<file path="src/rtl/fft_scale_pkg.sv">
// Shared constants and FSM state type for the FFT inter-stage scaling sequencer.
package fft_scale_pkg;

  localparam int unsigned FP_EXP_MSB = 30;
  localparam int unsigned FP_EXP_LSB = 23;
  localparam logic [7:0]  FP_EXP_MAX = 8'hFF;

  typedef enum logic [1:0] {
    IDLE,
    STREAM,
    DRAIN
  } state_t;

endpackage

</file>
<file path="src/rtl/fft_scale_sequencer_if.sv">
// Config, input-sample and output-sample channels of the scaling sequencer (valid/ready).
interface fft_scale_sequencer_if #(
  parameter int unsigned LEN_W   = 10,
  parameter int unsigned SHIFT_W = 5
);

  logic               cfg_valid;
  logic               cfg_ready;
  logic [SHIFT_W-1:0] cfg_shift;
  logic [LEN_W-1:0]   cfg_len;

  logic               in_valid;
  logic               in_ready;
  logic [31:0]        in_re;
  logic [31:0]        in_img;

  logic               out_valid;
  logic               out_ready;
  logic [31:0]        out_re;
  logic [31:0]        out_img;
  logic               out_last;

  modport master (
    output cfg_valid, cfg_shift, cfg_len, in_valid, in_re, in_img, out_ready,
    input  cfg_ready, in_ready, out_valid, out_re, out_img, out_last
  );

  modport slave (
    input  cfg_valid, cfg_shift, cfg_len, in_valid, in_re, in_img, out_ready,
    output cfg_ready, in_ready, out_valid, out_re, out_img, out_last
  );

endinterface

</file>
<file path="src/rtl/fp_pow2_scale.sv">
// Combinational divide of one IEEE-754 single by 2^k via exponent subtraction.
module fp_pow2_scale
  import fft_scale_pkg::*;
#(
  parameter int unsigned SHIFT_W = 5
) (
  input  logic [31:0]        din,
  input  logic [SHIFT_W-1:0] k,
  output logic [31:0]        dout,
  output logic               uflow
);

  logic [7:0]         exp_in;
  logic [SHIFT_W+7:0] exp_wide;
  logic [SHIFT_W+7:0] k_wide;

  always_comb begin
    exp_in   = din[FP_EXP_MSB:FP_EXP_LSB];
    exp_wide = {{SHIFT_W{1'b0}}, exp_in};
    k_wide   = {8'b0, k};
    dout     = din;
    uflow    = 1'b0;
    // Zero/denormal is flushed before the k==0 bypass, so denormals never pass through.
    if (exp_in == '0) begin
      dout = {din[31], 31'b0};
    end else if (exp_in == FP_EXP_MAX || k == '0) begin
      dout = din;
    end else if (exp_wide <= k_wide) begin
      dout  = {din[31], 31'b0};
      uflow = 1'b1;
    end else begin
      dout[FP_EXP_MSB:FP_EXP_LSB] = exp_in - k_wide[7:0];
    end
  end

endmodule

</file>
<file path="src/rtl/fft_scale_sequencer.sv">
// Frame sequencer: one config (k, L) per frame, then L complex samples scaled by 2^-k.
// Optional SCALE_UFLOW_CNT_EN adds a saturating count of underflow-flushed components.
module fft_scale_sequencer
  import fft_scale_pkg::*;
#(
  parameter int unsigned LEN_W   = 10,
  parameter int unsigned SHIFT_W = 5
) (
  input  logic                 clk,
  input  logic                 rst,
  fft_scale_sequencer_if.slave bus,
  output logic                 busy
`ifdef SCALE_UFLOW_CNT_EN
  ,
  output logic [15:0]          uflow_cnt
`endif
);

  localparam logic [LEN_W-1:0] LEN_ONE = LEN_W'(1);

  state_t             state_q, state_d;
  logic [LEN_W-1:0]   count_q, count_d;
  logic [LEN_W-1:0]   len_q, len_d;
  logic [SHIFT_W-1:0] shift_q, shift_d;
  logic               out_valid_q, out_valid_d;
  logic               out_last_q, out_last_d;
  logic [31:0]        out_re_q, out_re_d;
  logic [31:0]        out_img_q, out_img_d;

  logic [31:0] sc_re, sc_img;
  logic        uf_re, uf_img;
  logic        in_hs, out_hs, last_in;

  fp_pow2_scale #(.SHIFT_W(SHIFT_W)) u_scale_re (
    .din(bus.in_re), .k(shift_q), .dout(sc_re), .uflow(uf_re)
  );

  fp_pow2_scale #(.SHIFT_W(SHIFT_W)) u_scale_img (
    .din(bus.in_img), .k(shift_q), .dout(sc_img), .uflow(uf_img)
  );

  assign bus.cfg_ready = (state_q == IDLE);
  assign bus.in_ready  = (state_q == STREAM) && (!out_valid_q || bus.out_ready);
  assign in_hs         = bus.in_valid && bus.in_ready;
  assign out_hs        = out_valid_q && bus.out_ready;
  assign last_in       = (count_q == len_q - LEN_ONE);

  assign bus.out_valid = out_valid_q;
  assign bus.out_last  = out_last_q;
  assign bus.out_re    = out_re_q;
  assign bus.out_img   = out_img_q;
  assign busy          = (state_q != IDLE);

  always_comb begin
    state_d     = state_q;
    count_d     = count_q;
    len_d       = len_q;
    shift_d     = shift_q;
    out_valid_d = out_valid_q && !bus.out_ready;
    out_last_d  = out_last_q;
    out_re_d    = out_re_q;
    out_img_d   = out_img_q;

    if (in_hs) begin
      out_valid_d = 1'b1;
      out_re_d    = sc_re;
      out_img_d   = sc_img;
      out_last_d  = last_in;
    end

    unique case (state_q)
      IDLE: begin
        if (bus.cfg_valid) begin
          shift_d = bus.cfg_shift;
          len_d   = (bus.cfg_len == '0) ? LEN_ONE : bus.cfg_len;
          count_d = '0;
          state_d = STREAM;
        end
      end
      STREAM: begin
        if (in_hs) begin
          if (last_in) begin
            count_d = '0;
            state_d = DRAIN;
          end else begin
            count_d = count_q + LEN_ONE;
          end
        end
      end
      // The output register holds the frame's final sample here.
      DRAIN: begin
        if (out_hs) state_d = IDLE;
      end
      default: state_d = IDLE;
    endcase
  end

  always_ff @(posedge clk) begin
    if (rst) begin
      state_q     <= IDLE;
      count_q     <= '0;
      len_q       <= '0;
      shift_q     <= '0;
      out_valid_q <= 1'b0;
      out_last_q  <= 1'b0;
      out_re_q    <= '0;
      out_img_q   <= '0;
    end else begin
      state_q     <= state_d;
      count_q     <= count_d;
      len_q       <= len_d;
      shift_q     <= shift_d;
      out_valid_q <= out_valid_d;
      out_last_q  <= out_last_d;
      out_re_q    <= out_re_d;
      out_img_q   <= out_img_d;
    end
  end

`ifdef SCALE_UFLOW_CNT_EN
  logic [1:0]  uf_q, uf_d;
  logic [15:0] uflow_cnt_q, uflow_cnt_d;
  logic [16:0] uflow_sum;

  // Flags travel with the registered sample and are counted when it is handed off.
  always_comb begin
    uf_d        = uf_q;
    uflow_cnt_d = uflow_cnt_q;
    uflow_sum   = {1'b0, uflow_cnt_q} + 17'(uf_q[0]) + 17'(uf_q[1]);
    if (in_hs) uf_d = {uf_img, uf_re};
    if (out_hs) uflow_cnt_d = uflow_sum[16] ? '1 : uflow_sum[15:0];
  end

  always_ff @(posedge clk) begin
    if (rst) begin
      uf_q        <= '0;
      uflow_cnt_q <= '0;
    end else begin
      uf_q        <= uf_d;
      uflow_cnt_q <= uflow_cnt_d;
    end
  end

  assign uflow_cnt = uflow_cnt_q;
`else
  logic unused_uflow;
  assign unused_uflow = uf_re ^ uf_img;
`endif

endmodule

</file>
<file path="src/flat_wrapper.sv">
// flat-port wrapper written by rule: the top's interface ports become plain ports
module fft_scale_sequencer_flat import fft_scale_pkg::*;
#(
  parameter int unsigned LEN_W   = 10,
  parameter int unsigned SHIFT_W = 5
)
  (clk, rst, busy, bus_cfg_valid, bus_cfg_shift, bus_cfg_len, bus_in_valid, bus_in_re, bus_in_img, bus_out_ready, bus_cfg_ready, bus_in_ready, bus_out_valid, bus_out_re, bus_out_img, bus_out_last);
  fft_scale_sequencer_if #(.LEN_W(LEN_W), .SHIFT_W(SHIFT_W)) bus_i ();
  input  logic clk;
  input  logic rst;
  output logic busy;
  input wire logic [$bits(bus_i.cfg_valid)-1:0] bus_cfg_valid;
  input wire logic [$bits(bus_i.cfg_shift)-1:0] bus_cfg_shift;
  input wire logic [$bits(bus_i.cfg_len)-1:0] bus_cfg_len;
  input wire logic [$bits(bus_i.in_valid)-1:0] bus_in_valid;
  input wire logic [$bits(bus_i.in_re)-1:0] bus_in_re;
  input wire logic [$bits(bus_i.in_img)-1:0] bus_in_img;
  input wire logic [$bits(bus_i.out_ready)-1:0] bus_out_ready;
  output wire logic [$bits(bus_i.cfg_ready)-1:0] bus_cfg_ready;
  output wire logic [$bits(bus_i.in_ready)-1:0] bus_in_ready;
  output wire logic [$bits(bus_i.out_valid)-1:0] bus_out_valid;
  output wire logic [$bits(bus_i.out_re)-1:0] bus_out_re;
  output wire logic [$bits(bus_i.out_img)-1:0] bus_out_img;
  output wire logic [$bits(bus_i.out_last)-1:0] bus_out_last;
  assign bus_i.cfg_valid = bus_cfg_valid;
  assign bus_i.cfg_shift = bus_cfg_shift;
  assign bus_i.cfg_len = bus_cfg_len;
  assign bus_i.in_valid = bus_in_valid;
  assign bus_i.in_re = bus_in_re;
  assign bus_i.in_img = bus_in_img;
  assign bus_i.out_ready = bus_out_ready;
  assign bus_cfg_ready = bus_i.cfg_ready;
  assign bus_in_ready = bus_i.in_ready;
  assign bus_out_valid = bus_i.out_valid;
  assign bus_out_re = bus_i.out_re;
  assign bus_out_img = bus_i.out_img;
  assign bus_out_last = bus_i.out_last;
  fft_scale_sequencer #(.LEN_W(LEN_W), .SHIFT_W(SHIFT_W)) u_core (.clk(clk), .rst(rst), .bus(bus_i), .busy(busy));
endmodule
</file>
<file path="config.mk">
export PLATFORM = sky130hd
export DESIGN_NAME = fft_scale_sequencer_flat
export DESIGN_NICKNAME = d
export VERILOG_FILES = /design/src/rtl/fft_scale_pkg.sv /design/src/rtl/fft_scale_sequencer_if.sv /design/src/rtl/fp_pow2_scale.sv /design/src/rtl/fft_scale_sequencer.sv /design/src/flat_wrapper.sv
export SDC_FILE = /design/constraint.sdc
export NUM_CORES = 1
export LEC_CHECK = 0
export ABC_AREA = 1
export CELL_PAD_IN_SITES_DETAIL_PLACEMENT = 0
export CELL_PAD_IN_SITES_GLOBAL_PLACEMENT = 1
export CORE_MARGIN = 2
export CORE_UTILIZATION = 34
export DETAILED_ROUTE_END_ITERATION = 6
export PLACE_DENSITY = 0.84
export SLEW_MARGIN = 15
export SYNTH_ARGS = -nofsm -noshare
export SYNTH_HDL_FRONTEND = slang
export SYNTH_SLANG_ARGS = --single-unit
</file>
<file path="constraint.sdc">
create_clock -name clk -period 6 [get_ports clk]
set_input_delay 1.5 -clock clk [delete_from_list [all_inputs] [get_ports clk]]
set_output_delay 1.5 -clock clk [all_outputs]
set_load 0.01 [all_outputs]
</file>
### After elaboration in Yosys (flattened, before gate mapping)

Index checks and enable logic that the tools add are counted.

* flip-flop bits (word level): 93
* latch bits: 0
* RAM bits: 0
* memory bits (read-only): 0
* input port bits: 84
* output and inout bits: 69
* word-level logic and storage cells: 61
* memories kept: 0

* add/sub/neg operators: 4
* multipliers: 0
* divide/modulo/power cells: 0
* magnitude comparators: 2
* equality and inequality tests: 9
* shift-type cells: 0
* muxes and demuxes: 19
* bitwise logic cells: 0
* reduce and logical (&&, ||, !) cells: 19

Operator list (number)
* two-way mux 31 bit: 4
* two-way mux 23 bit: 2
* two-way mux 10 bit: 4
* case mux 10 bit (2 select lines): 1
* == test 8 bit, second input constant: 2
* <= comparator 8 x 5 -> 1 bit: 2
* zero test 8 bit: 2
* two-way mux 8 bit: 2
* subtractor 8 x 5 -> 8 bit: 2
* adder 10 x 1 -> 10 bit, second input constant: 1
* == test 10 bit: 1
* zero test 10 bit: 1
* subtractor 10 x 1 -> 10 bit, second input constant: 1
* two-way mux 2 bit: 4
* inequality test 2 x 1 -> 1 bit, second input constant: 3
* case mux 2 bit (3 select lines): 1
* zero test 5 bit: 1
* logical AND 1 bit: 4
* AND reduction 4 bit: 1
* nonzero test 2 bit: 2
* logical OR 1 bit: 3
* AND reduction 3 bit: 1
* == test 2 x 1 -> 1 bit, second input constant: 1
* == test 2 bit, second input constant: 1
* other kinds (5): 6

### Logic depth before layout (Yosys ltp)

Gate-level depths: netlist of the first run.

* depth after elaboration: 6
* gate-level depth with buffers: 16
* gate-level depth less buffers: 15

### Hierarchy

From an unflattened synthesis of the first run, not the netlist that was laid out.

* cells, all modules: 856
* area, all modules: 5554.1 µm²

Modules (own cells, without submodules)
* fft_scale_sequencer: instances 1, cells each 515, area each 3831.2 µm², seq. area each 1861.8 µm²
* fp_pow2_scale at u_core.u_scale_img: instances 1, cells each 168, area each 923.4 µm², seq. area each 0.0 µm²
* fp_pow2_scale at u_core.u_scale_re: instances 1, cells each 173, area each 799.5 µm², seq. area each 0.0 µm²

### Worst setup path before layout of the first run

Ideal clock, no wire load.

* path type: input-to-output
* start point: input bus_out_ready
* end point: output bus_in_ready
* data arrival time: 1.741 ns
* data required time: 4.500 ns
* setup slack: 2.759 ns
* cell stages on the path: 2
* buffers on the path: 0
* path through: inv_1 > a21oi_2

* word-level cells in the longest chain between the ends: 2

RTL lines
* from (decl): line flat_wrapper.sv:18 `input wire logic [$bits(bus_i.out_ready)-1:0] bus_out_ready;`
* logical OR 1 bit: line fft_scale_sequencer.sv:43 `assign bus.in_ready = (state_q == STREAM) && (!out_valid_q || bus.out_ready);`
* logical AND 1 bit: line fft_scale_sequencer.sv:43
* to (decl): line flat_wrapper.sv:20 `output wire logic [$bits(bus_i.in_ready)-1:0] bus_in_ready;`

No other way between the ends.

### Final worst setup path of the first run

Same ends and word-level chain as after synthesis.

==> results by group, run 1 <==
Run status
  – Status: finished clean

Setup path
  – Reg2reg end: u_core.bus.out_re[25]$_SDFFE_PP0P_
  – R2R Path Start: u_core.shift_q[3]$_SDFFE_PP0P_
  – Required @ worst endpoint: approximately 4.5 ns
  – WS Path Type: primary input to output port
  – Worst setup SP type: primary input
  – CP arrival: roughly 2.8 ns
  – CP Launch Point: bus_out_ready
  – Crit path to: bus_in_ready
  – Worst setup EP type: output port
  – Reg2Reg Depth: 12
  – Top fanout value on the critical path: 2
  – Worst reg2reg setup slack: around 3.7 ns

Clock network
  – H-tree lvl count: 3
  – Post-cts resize count: 0
  – Max Root-Sink Buffers: 2
  – # hold bufs at CTS: 0
  – Clock-pin slew on the worst setup and hold paths: ~0.070 ns
  – CTS sink cnt: between 90 and 100
  – TritonCTS clock tree: built
  – Clock Latency Late Sink: 0.35 ns
  – Num CTS Buffers: 9
  – Root Buffer: clkbuf_16
  – Postcts setup bufs: 0

Power
  – Pwr Density: between 200 and 250 nW/µm²
  – Peak VDD IR: between 100 and 150 µV
  – Sw frac: 29.6%
  – Pint: about 0.0011 W
  – Combinational power share: between 20% and 30%
  – Leakage Power: around 2.5 nW
  – Clk network pwr share: roughly 36%
  – Sequential Power Share: 41.3%
  – Psw: between 0.0004 and 0.0005 W

Detailed routing
  – DR DRC count: 0
  – Drt wl/cell: 13.5 µm
  – Routed wire length: between 10000 and 15000 µm
  – ANT nets after route: 0
  – Via count: approximately 4700
  – Drt first pass iters: 5
  – Vias/cell: between 4 and 5
  – DRT iter0 DRCs: about 250

Timing
  – Unrepaired setup endpoints after global routing: false
  – Fin. max-slew vios: 0
  – Tcrit/Tclk final: a little under three quarters
  – Post-route minimum period: 4.29 ns
  – Max Fclk: 233 MHz
  – Skew final: approximately 0.0059 ns
  – Final setup TNS: 0 ns
  – Slew headroom: a little under half
  – Setup-failing EPs final: 0
  – Final hold viol count: 0
  – Worst-Margin Slew: slightly above 0.8 ns
  – Hold_ws: 0.464 ns

Synthesis
  – Top cell type's share of synthesized area: 40.4%
  – Avg Inst Size Synth: about 7 µm²
  – Post-synthesis async set-or-reset flop share: 0%
  – Synthesized cell area: 4600 µm²
  – Netlist cell types: 35
  – Synth Net Count: 755
  – Register bit total from synthesis: 93
  – Main synth FF type: dfxtp_1
  – Synth warn: 0
  – Number of synthesized flops with an enable pin: 0
  – Cells after Synth: 657
  – Leading post-synthesis cells by cell area: dfxtp_1 (40%), nand2_1 (16%), a21oi_1 (9.5%)
  – Post-synthesis sequential area ratio: around 40%
  – Area leader, netlist: dfxtp_1

Layout
  – Synth-to-layout area growth: 42.3%
  – Most frequent cells in the layout: nand2_1 (197), clkdlybuf4s50_1 (151), dfxtp_1 (93)
  – # nets final: between 800 and 900
  – Share of cells above drive strength 1: around 5.6%
  – Most common cell after layout, fill and taps aside: nand2_1
  – Finished Cell Area: around 6600 µm²
  – Ant. Diodes: 0

GRT
  – First-pass GRT wire length: approximately 22000 µm
  – Largest net degree at the start of global routing: 74
  – GRT Total Usage: 18.4%
  – Gr ovfl total: 0
  – Initial antenna violation count: 0
  – Number of global-route vias before repair: about 4600

Floorplanning
  – Total core area: ~13000 µm²
  – Full die area: between 10000 and 15000 µm²
  – Top-level I/O count: between 150 and 200
  – Core Rows: 42
  – Die width: roughly 120 µm
  – Initial Utilization: between 30% and 40%
  – Die height: around 120 µm

Placed design
  – Port Buffers: between 150 and 200
  – Hpwl dp: 9920 µm
  – GP Congestion: 0.812
  – Cell Area, Placed: approximately 6200 µm²

Min path
  – Worst min path class: flip-flop to flip-flop

Job
  – Max-Cap Viols: 0
## per-layer routing
metal / vias up / wire length, µm / GRT usage [%]
met4: 0 / 176 / 5.16
li1: 2434 / - / -
met3: 17 / 845 / 5.71
met5: - / 0 / 0
met1: 2161 / 5910 / 22.2
met2: 128 / 6330 / 31.6
## Yosys cell counts (7+ instances only)
master,count
nand2_1,197
xor2_1,13
nand4_1,16
nand2_2,7
ha_1,12
clkbuf_1,15
nor2_1,38
a21oi_1,87
o21ai_0,27
nor3_1,10
dfxtp_1,93
nand3_1,36
inv_1,56
## how the worst min path moves through the flow
stage / depth (start not counted) / to / slack [ns] / start
floorplan: 2 / u_core.len_q[9]$_SDFFE_PP0P_ / 0.44 / u_core.len_q[9]$_SDFFE_PP0P_
global placement: 2 / u_core.bus.out_re[31]$_SDFFE_PP0P_ / 0.45 / u_core.bus.out_re[31]$_SDFFE_PP0P_
detailed placement: 2 / u_core.bus.out_re[16]$_SDFFE_PP0P_ / 0.46 / u_core.bus.out_re[16]$_SDFFE_PP0P_
CTS: 2 / u_core.bus.out_re[16]$_SDFFE_PP0P_ / 0.47 / u_core.bus.out_re[16]$_SDFFE_PP0P_
global route: 2 / u_core.bus.out_re[9]$_SDFFE_PP0P_ / 0.48 / u_core.bus.out_re[9]$_SDFFE_PP0P_
finish: 2 / u_core.bus.out_re[31]$_SDFFE_PP0P_ / 0.46 / u_core.bus.out_re[31]$_SDFFE_PP0P_
## through the flow
stage	instances	setup WS, ns	util, %	power, W
2_1_floorplan	657	2.76	-	0.000896
3_3_place_gp	964	1.74	47.1	0.00105
3_5_place_dp	964	1.71	47.1	0.00105
4_1_cts	980	1.70	49.5	0.00165
5_1_grt	980	1.66	49.5	0.00172
6_report	980	1.71	49.5	0.00163
## power by group through the flow
stage	Combinational [W]	Sequential [W]	Clock, W
after global routing	0.000410	0.000678	0.000633
final	0.000365	0.000674	0.000593
after detailed placement	0.000366	0.000688	0
after CTS	0.000368	0.000674	0.000609
after global placement	0.000360	0.000687	0
after floorplan	0.000202	0.000694	0
## final cells by class
class	instances	area, µm²
multi-input combinational	478	2390
sequential	93	1860
clock buffer	9	225
fill	1345	6690
timing repair buffer	155	1540
tap	176	220
clock inverter	7	82.6
inverter	62	233
## sequential cells by signal, summed over array words and instances (netlist names)
register,flops
u_core.bus.out_img,32
u_core.bus.out_last,1
u_core.bus.out_re,32
u_core.bus.out_valid,1
u_core.count_q,10
u_core.len_q,10
u_core.shift_q,5
u_core.state_q,2
## logic make-up (layout without fill, tap and decap cells)
family                     Yosys count  count (layout)  synth area share (%)
AOI/OAI and AO/OA                  131             131                  15.5
xor gates and xnor gates            17              17                  3.23
adders and majority gates           14              14                  4.13
buffers and inverters               86             233                  7.66
DFF                                 93              93                  40.4
and+or+nand+nor                    316             316                  29.0
## worst max-delay path: stages
cell	delay (ns)
clkdlybuf4s50_1	0.50
inv_1	0.08
a21oi_2	0.16
clkdlybuf4s50_1	0.55
Note: power is estimated with default switching activity, not from simulation.
==> run 2, diff against run 1 <==
--- a/config.mk
+++ b/config.mk
@@ -9,9 +9,9 @@
 export CELL_PAD_IN_SITES_DETAIL_PLACEMENT = 0
 export CELL_PAD_IN_SITES_GLOBAL_PLACEMENT = 1
 export CORE_MARGIN = 2
-export CORE_UTILIZATION = 34
+export CORE_UTILIZATION = 29
 export DETAILED_ROUTE_END_ITERATION = 6
-export PLACE_DENSITY = 0.84
+export PLACE_DENSITY = 0.76
 export SLEW_MARGIN = 15
 export SYNTH_ARGS = -nofsm -noshare
 export SYNTH_HDL_FRONTEND = slang
==> constraint.sdc (replaced) <==
create_clock -name clk -period 3.85 [get_ports clk]
set_input_delay 0.9625 -clock clk [delete_from_list [all_inputs] [get_ports clk]]
set_output_delay 0.9625 -clock clk [all_outputs]
set_load 0.01 [all_outputs]
==> results by group, run 2 (synthesis results as in run 1) <==
Floorplanning
  – Die height: 130 µm (+8.0%)
  – Core Rows: 46 (+9.5%)
  – Full die area: 16900 µm² (+17%)
  – Total core area: 15700 µm² (+19%)
  – Die width: 130 µm (+8.0%)
  – Initial Utilization: 29.3% (-5.5 points)
  – Top-level I/O count: 153 (unchanged)

Timing
  – Fin. max-slew vios: 0 (unchanged)
  – Unrepaired setup endpoints after global routing: false
  – Setup-failing EPs final: 0 (unchanged)
  – Skew final: 0.00764 ns (+0.00171 ns)
  – Post-route minimum period: ~3.2 ns
  – Tcrit/Tclk final: a little over four fifths
  – Slew headroom: 43.3% (-2.0 points)
  – Final setup TNS: 0 ns (unchanged)
  – Worst-Margin Slew: 0.851 ns (+0.0301 ns)
  – Hold_ws: 0.463 ns (-0.00118 ns)
  – Final hold viol count: 0 (unchanged)
  – Max Fclk: between 300 and 400 MHz

Power
  – Leakage Power: 2.52 nW (-0.12%)
  – Peak VDD IR: 202 µV (+73%)
  – Pwr Density: 384 nW/µm² (+54%)
  – Final Total Pwr: 0.00253 W (+55%)

Min path
  – Worst min path class: flip-flop to flip-flop

Detailed routing
  – Drt first pass iters: 4 (-1)
  – DR DRC count: 0 (unchanged)
  – Routed wire length: 13400 µm (+0.95%)
  – Vias/cell: 4.57 (-5.4%)
  – Drt wl/cell: 13.1 µm (-3.1%)
  – Via count: 4671 (-1.5%)
  – DRT iter0 DRCs: 237 (-4.0%)
  – ANT nets after route: 0 (unchanged)

Clock network
  – CTS sink cnt: 93 (unchanged)
  – TritonCTS clock tree: built
  – Root Buffer: clkbuf_16
  – Num CTS Buffers: 9 (unchanged)
  – Postcts setup bufs: 0 (unchanged)
  – Post-cts resize count: 0 (unchanged)
  – H-tree lvl count: 3 (unchanged)
  – # hold bufs at CTS: 0 (unchanged)
  – Clock-pin slew on the worst setup and hold paths: 0.06 ns (about the same)
  – Max Root-Sink Buffers: 2 (unchanged)
  – Clock Latency Late Sink: 0.35 ns (about the same)

Job
  – Max-Cap Viols: 0 (unchanged)

Setup path
  – CP arrival: 2.27 ns (-0.52 ns)
  – WS Path Type: primary input to output port
  – Worst setup SP type: primary input
  – Worst setup EP type: output port
  – Top fanout value on the critical path: 2 (unchanged)
  – Required @ worst endpoint: 2.89 ns (-1.61 ns)

Layout
  – Share of cells above drive strength 1: 5.71% (+0.12 points)
  – Layout Cells excl Fill: 1021 (+4.2%)
  – Fin util: 42.0% (-7.5 points)
  – # nets final: 898 (+0.11%)
  – Most common cell after layout, fill and taps aside: nand2_1
  – Ant. Diodes: 0 (unchanged)
  – Synth-to-layout area growth: 43.3%
  – Most frequent cells in the layout: nand2_1 (197), clkdlybuf4s50_1 (151), dfxtp_1 (93)

GRT
  – Number of global-route vias before repair: 4398 (-4.0%)
  – Initial antenna violation count: 0 (unchanged)
  – First-pass GRT wire length: 21500 µm (-0.22%)
  – Largest net degree at the start of global routing: 73 (-1.4%)
  – GRT Total Usage: 16.0% (-2.4 points)
  – Gr ovfl total: 0 (unchanged)

Placed design
  – GP Congestion: 0.818 (+0.71%)
  – DP Cell Count: 1005 (+4.3%)
  – Port Buffers: 152 (unchanged)
  – Hpwl dp: 9760 µm (-1.6%)

Run status
  – Status: finished clean
-- run 2: cell types whose count changed in the layout (fill, tap and decap cells not counted) --
cell,delta
inv_6,+1
clkinv_2,+1
buf_4,+1
clkinv_4,-1
inv_8,-2
clkinvlp_4,+1
-- run 2: stage by stage --
stage	area [µm²]	worst slack (ns)
after global routing	6600	0.513
after global placement	6300	0.368
after floorplan	4600	1.30
final	6600	0.614
after detailed placement	6300	0.359
after CTS	6600	0.617
-- run 2: final cells by class --
cell class / instances / area [µm²]
fill: 1632 / 9110
multi-input combinational: 478 / 2390
sequential: 93 / 1860
timing repair buffer: 156 / 1550
tap: 216 / 270
inverter: 62 / 233
clock buffer: 9 / 225
clock inverter: 7 / 72.6
-- run 2: critical path, cell delays in order --
cell             delay [ns]
clkdlybuf4s50_1        0.50
inv_1                  0.07
a21oi_2                0.19
clkdlybuf4s50_1        0.56
-- run 2: path summary, 6_finish.rpt --
path / from / to / slack [ns] / cells past startpoint
worst max-delay path: bus_out_ready / bus_in_ready / 0.61 / 4
worst min-delay path: u_core.bus.out_re[15]$_SDFFE_PP0P_ / u_core.bus.out_re[15]$_SDFFE_PP0P_ / 0.46 / 2
worst max register to register: u_core.shift_q[4]$_SDFFE_PP0P_ / u_core.bus.out_re[25]$_SDFFE_PP0P_ / 1.57 / 10
worst min register to register: u_core.bus.out_re[15]$_SDFFE_PP0P_ / u_core.bus.out_re[15]$_SDFFE_PP0P_ / 0.46 / 2
-- run 2: where the power goes --
part / switching [W] / leakage [nW] / internal [W] / total, W
Sequential: 0.0000354 / 0.758 / 0.00101 / 0.00105
Combinational: 0.000305 / 1.62 / 0.000263 / 0.000568
Clock: 0.000410 / 0.142 / 0.000506 / 0.000916
-- run 2: per-layer routing --
metal / up-vias / wire, µm / GRT usage, %
met5: - / 0 / 0
met2: 127 / 6100 / 26.0
met3: 14 / 1070 / 5.70
met1: 2100 / 6050 / 20.1
met4: 0 / 161 / 4.36
li1: 2430 / - / -
==> run 3, diff against run 2 <==
--- a/config.mk
+++ b/config.mk
@@ -9,9 +9,9 @@
 export CELL_PAD_IN_SITES_DETAIL_PLACEMENT = 0
 export CELL_PAD_IN_SITES_GLOBAL_PLACEMENT = 1
 export CORE_MARGIN = 2
-export CORE_UTILIZATION = 29
+export CORE_UTILIZATION = 32
 export DETAILED_ROUTE_END_ITERATION = 6
-export PLACE_DENSITY = 0.76
+export PLACE_DENSITY = 0.79
 export SLEW_MARGIN = 15
 export SYNTH_ARGS = -nofsm -noshare
 export SYNTH_HDL_FRONTEND = slang
==> constraint.sdc (replaced) <==
create_clock -name clk -period 3.1 [get_ports clk]
set_input_delay 0.775 -clock clk [delete_from_list [all_inputs] [get_ports clk]]
set_output_delay 0.775 -clock clk [all_outputs]
set_load 0.01 [all_outputs]
==> results by group, run 3 (synthesis results as in run 1) <==
Run status
  – Status: finished clean

Floorplanning
  – Total core area: 14000 µm² (-11%)
  – Top-level I/O count: 153 (unchanged)
  – Die width: 124 µm (-4.7%)
  – Full die area: 15400 µm² (-9.1%)
  – Die height: 124 µm (-4.7%)
  – Core Rows: 43 (-6.5%)
  – Initial Utilization: 32.9% (+3.6 points)

Detailed routing
  – Drt wl/cell: 13.5 µm (+3.3%)
  – DR DRC count: 0 (unchanged)
  – ANT nets after route: 0 (unchanged)
  – Routed wire length: 13500 µm (+0.78%)
  – Vias/cell: 4.77 (+4.2%)
  – Drt first pass iters: 4 (unchanged)
  – DRT iter0 DRCs: 199 (-16%)
  – Via count: 4746 (+1.6%)

Setup path
  – WS Path Type: primary input to output port
  – Required @ worst endpoint: 2.32 ns (-0.57 ns)
  – Worst setup EP type: output port
  – Top Family by Delay on Critical Path: buffers and inverters
  – Worst reg2reg setup slack: 0.80 ns (-0.77 ns)
  – CP most frequent cell: clkdlybuf4s50_1
  – Reg2reg end: u_core.bus.out_re[25]$_SDFFE_PP0P_
  – R2R Path Start: u_core.shift_q[3]$_SDFFE_PP0P_
  – CP max-delay cell: clkdlybuf4s50_1
  – CP max stage delay: 0.56 ns (about the same)
  – CP Launch Point: bus_out_ready
  – Top fanout value on the critical path: 2 (unchanged)
  – CP arrival: 2.08 ns (-0.19 ns)
  – Reg2Reg Depth: 12 (+2)
  – Worst setup SP type: primary input
  – Crit path buffers/inverters: 3 (unchanged)
  – Critical Path, Cell by Cell: clkdlybuf4s50_1 -> inv_1 -> a21oi_2 -> clkdlybuf4s50_1

Placed design
  – Hpwl dp: 10400 µm (+6.3%)
  – Cell Area, Placed: 6370 µm² (+1.1%)
  – Port Buffers: 152 (unchanged)
  – GP Congestion: 0.920 (+12%)
  – DP Cell Count: 981 (-2.4%)

Clock network
  – # hold bufs at CTS: 0 (unchanged)
  – Post-cts resize count: 0 (unchanged)
  – Max Root-Sink Buffers: 2 (unchanged)
  – Clock Latency Late Sink: 0.34 ns (about the same)
  – Postcts setup bufs: 0 (unchanged)
  – Clock-pin slew on the worst setup and hold paths: 0.06 ns (about the same)
  – TritonCTS clock tree: built
  – Root Buffer: clkbuf_16
  – H-tree lvl count: 3 (unchanged)
  – CTS sink cnt: 93 (unchanged)
  – Num CTS Buffers: 9 (unchanged)

Layout
  – FF+latch area: 1860 µm² (unchanged)
  – Layout Cells excl Fill: 996 (-2.4%)
  – Share of cells above drive strength 1: 6.99% (+1.3 points)
  – Fillers: 1402 (-14%)
  – # nets final: 910 (+1.3%)
  – Fin util: 47.5% (+5.5 points)
  – Most common cell after layout, fill and taps aside: nand2_1
  – Ant. Diodes: 0 (unchanged)
  – Multi-input gate area: 2390 µm² (unchanged)
  – Finished Cell Area: 6640 µm² (+0.70%)
  – Synth-to-layout area growth: 44.3%
  – Most frequent cells in the layout: nand2_1 (197), clkdlybuf4s50_1 (151), dfxtp_1 (93)

Power
  – Leakage Power: 2.58 nW (+2.3%)
  – Pwr Density: 461 nW/µm² (+20%)
  – Peak VDD IR: 206 µV (+2.1%)

GRT
  – GRT Total Usage: 17.6% (+1.6 points)
  – First-pass GRT wire length: 21200 µm (-1.5%)
  – Initial antenna violation count: 0 (unchanged)
  – Gr ovfl total: 0 (unchanged)
  – Number of global-route vias before repair: 4544 (+3.3%)
  – Largest net degree at the start of global routing: 67 (-8.2%)

Timing
  – Post-route minimum period: roughly 2.9 ns
  – Slew headroom: 52.9% (+9.6 points)
  – Max Fclk: around 350 MHz
  – Worst-Margin Slew: 0.705 ns (-0.146 ns)
  – Unrepaired setup endpoints after global routing: false
  – Skew final: 0.00748 ns (-0.000155 ns)
  – Setup-failing EPs final: 0 (unchanged)
  – Fin. max-slew vios: 0 (unchanged)
  – Final hold viol count: 0 (unchanged)
  – Tcrit/Tclk final: between 90% and 100%

Job
  – Max-Cap Viols: 0 (unchanged)

Min path
  – Worst min path class: flip-flop to flip-flop
  – WHS Endpoint: u_core.bus.out_re[27]$_SDFFE_PP0P_
  – HP Start: u_core.bus.out_re[27]$_SDFFE_PP0P_
  – Hold Path Stages: 2 (unchanged)
## run 3: worst max-delay path by stage
stage          cells past startpoint  slack (ns)                                 end
2_1_floorplan                     14        0.74  u_core.bus.out_img[8]$_SDFFE_PP0P_
3_3_place_gp                      13       -0.05  u_core.bus.out_re[27]$_SDFFE_PP0P_
3_5_place_dp                      13       -0.08  u_core.bus.out_re[25]$_SDFFE_PP0P_
4_1_cts                            4        0.26                        bus_in_ready
5_1_grt                           13        0.14  u_core.bus.out_re[25]$_SDFFE_PP0P_
6_report                           4        0.24                        bus_in_ready
## run 3: layer usage
metal | routed length, µm | track usage (%) | up-vias | share of wire [%]
li1 | - | - | 2463 | -
met1 | 5970 | 21.3 | 2163 | 44
met2 | 6470 | 30.0 | 109 | 48
met3 | 907 | 5.04 | 11 | 6.7
met4 | 150 | 5.48 | 0 | 1.1
met5 | 0 | 0 | - | 0
## run 3: worst register-to-register path: stages, from the launching register on
cell	delay, ns
dfxtp_1	0.33
inv_1	0.09
ha_1	0.36
nand2_1	0.09
inv_1	0.08
nand2_1	0.06
nand2_1	0.08
nand2_1	0.06
nand2_1	0.08
nand2_2	0.08
a21oi_4	0.58
o211ai_1	0.19
a21oi_1	0.16
## run 3: area by class of cell
class | count | area share, %
Multi-Input combinational cell | 478 | 36.0
Timing Repair Buffer | 168 | 25.0
Clock buffer | 10 | 3.60
Inverter | 62 | 3.50
Sequential cell | 93 | 28.0
Clock inverter | 5 | 0.527
Tap cell | 180 | 3.39
## run 3: stage by stage
| step | setup slack (ns) | hold WS [ns] | TNS, ns | total power [W] |
|---|---|---|---|---|
| 2_1_floorplan | 0.739 | 0.444 | 0 | 0.00173 |
| 3_3_place_gp | -0.0537 | 0.451 | -0.122 | 0.00205 |
| 3_5_place_dp | -0.0811 | 0.454 | -0.250 | 0.00206 |
| 4_1_cts | 0.258 | 0.465 | 0 | 0.00309 |
| 5_1_grt | 0.138 | 0.482 | 0 | 0.00323 |
| 6_report | 0.242 | 0.464 | 0 | 0.00306 |
## run 3: power breakdown
group | internal, W | leakage (nW) | total, W | switching [W]
clock network | 0.000562 | 0.135 | 0.00103 | 0.000464
registers | 0.00126 | 0.758 | 0.00131 | 0.0000453
logic | 0.000343 | 1.69 | 0.000730 | 0.000387
total | 0.00217 | 2.58 | 0.00306 | 0.000897
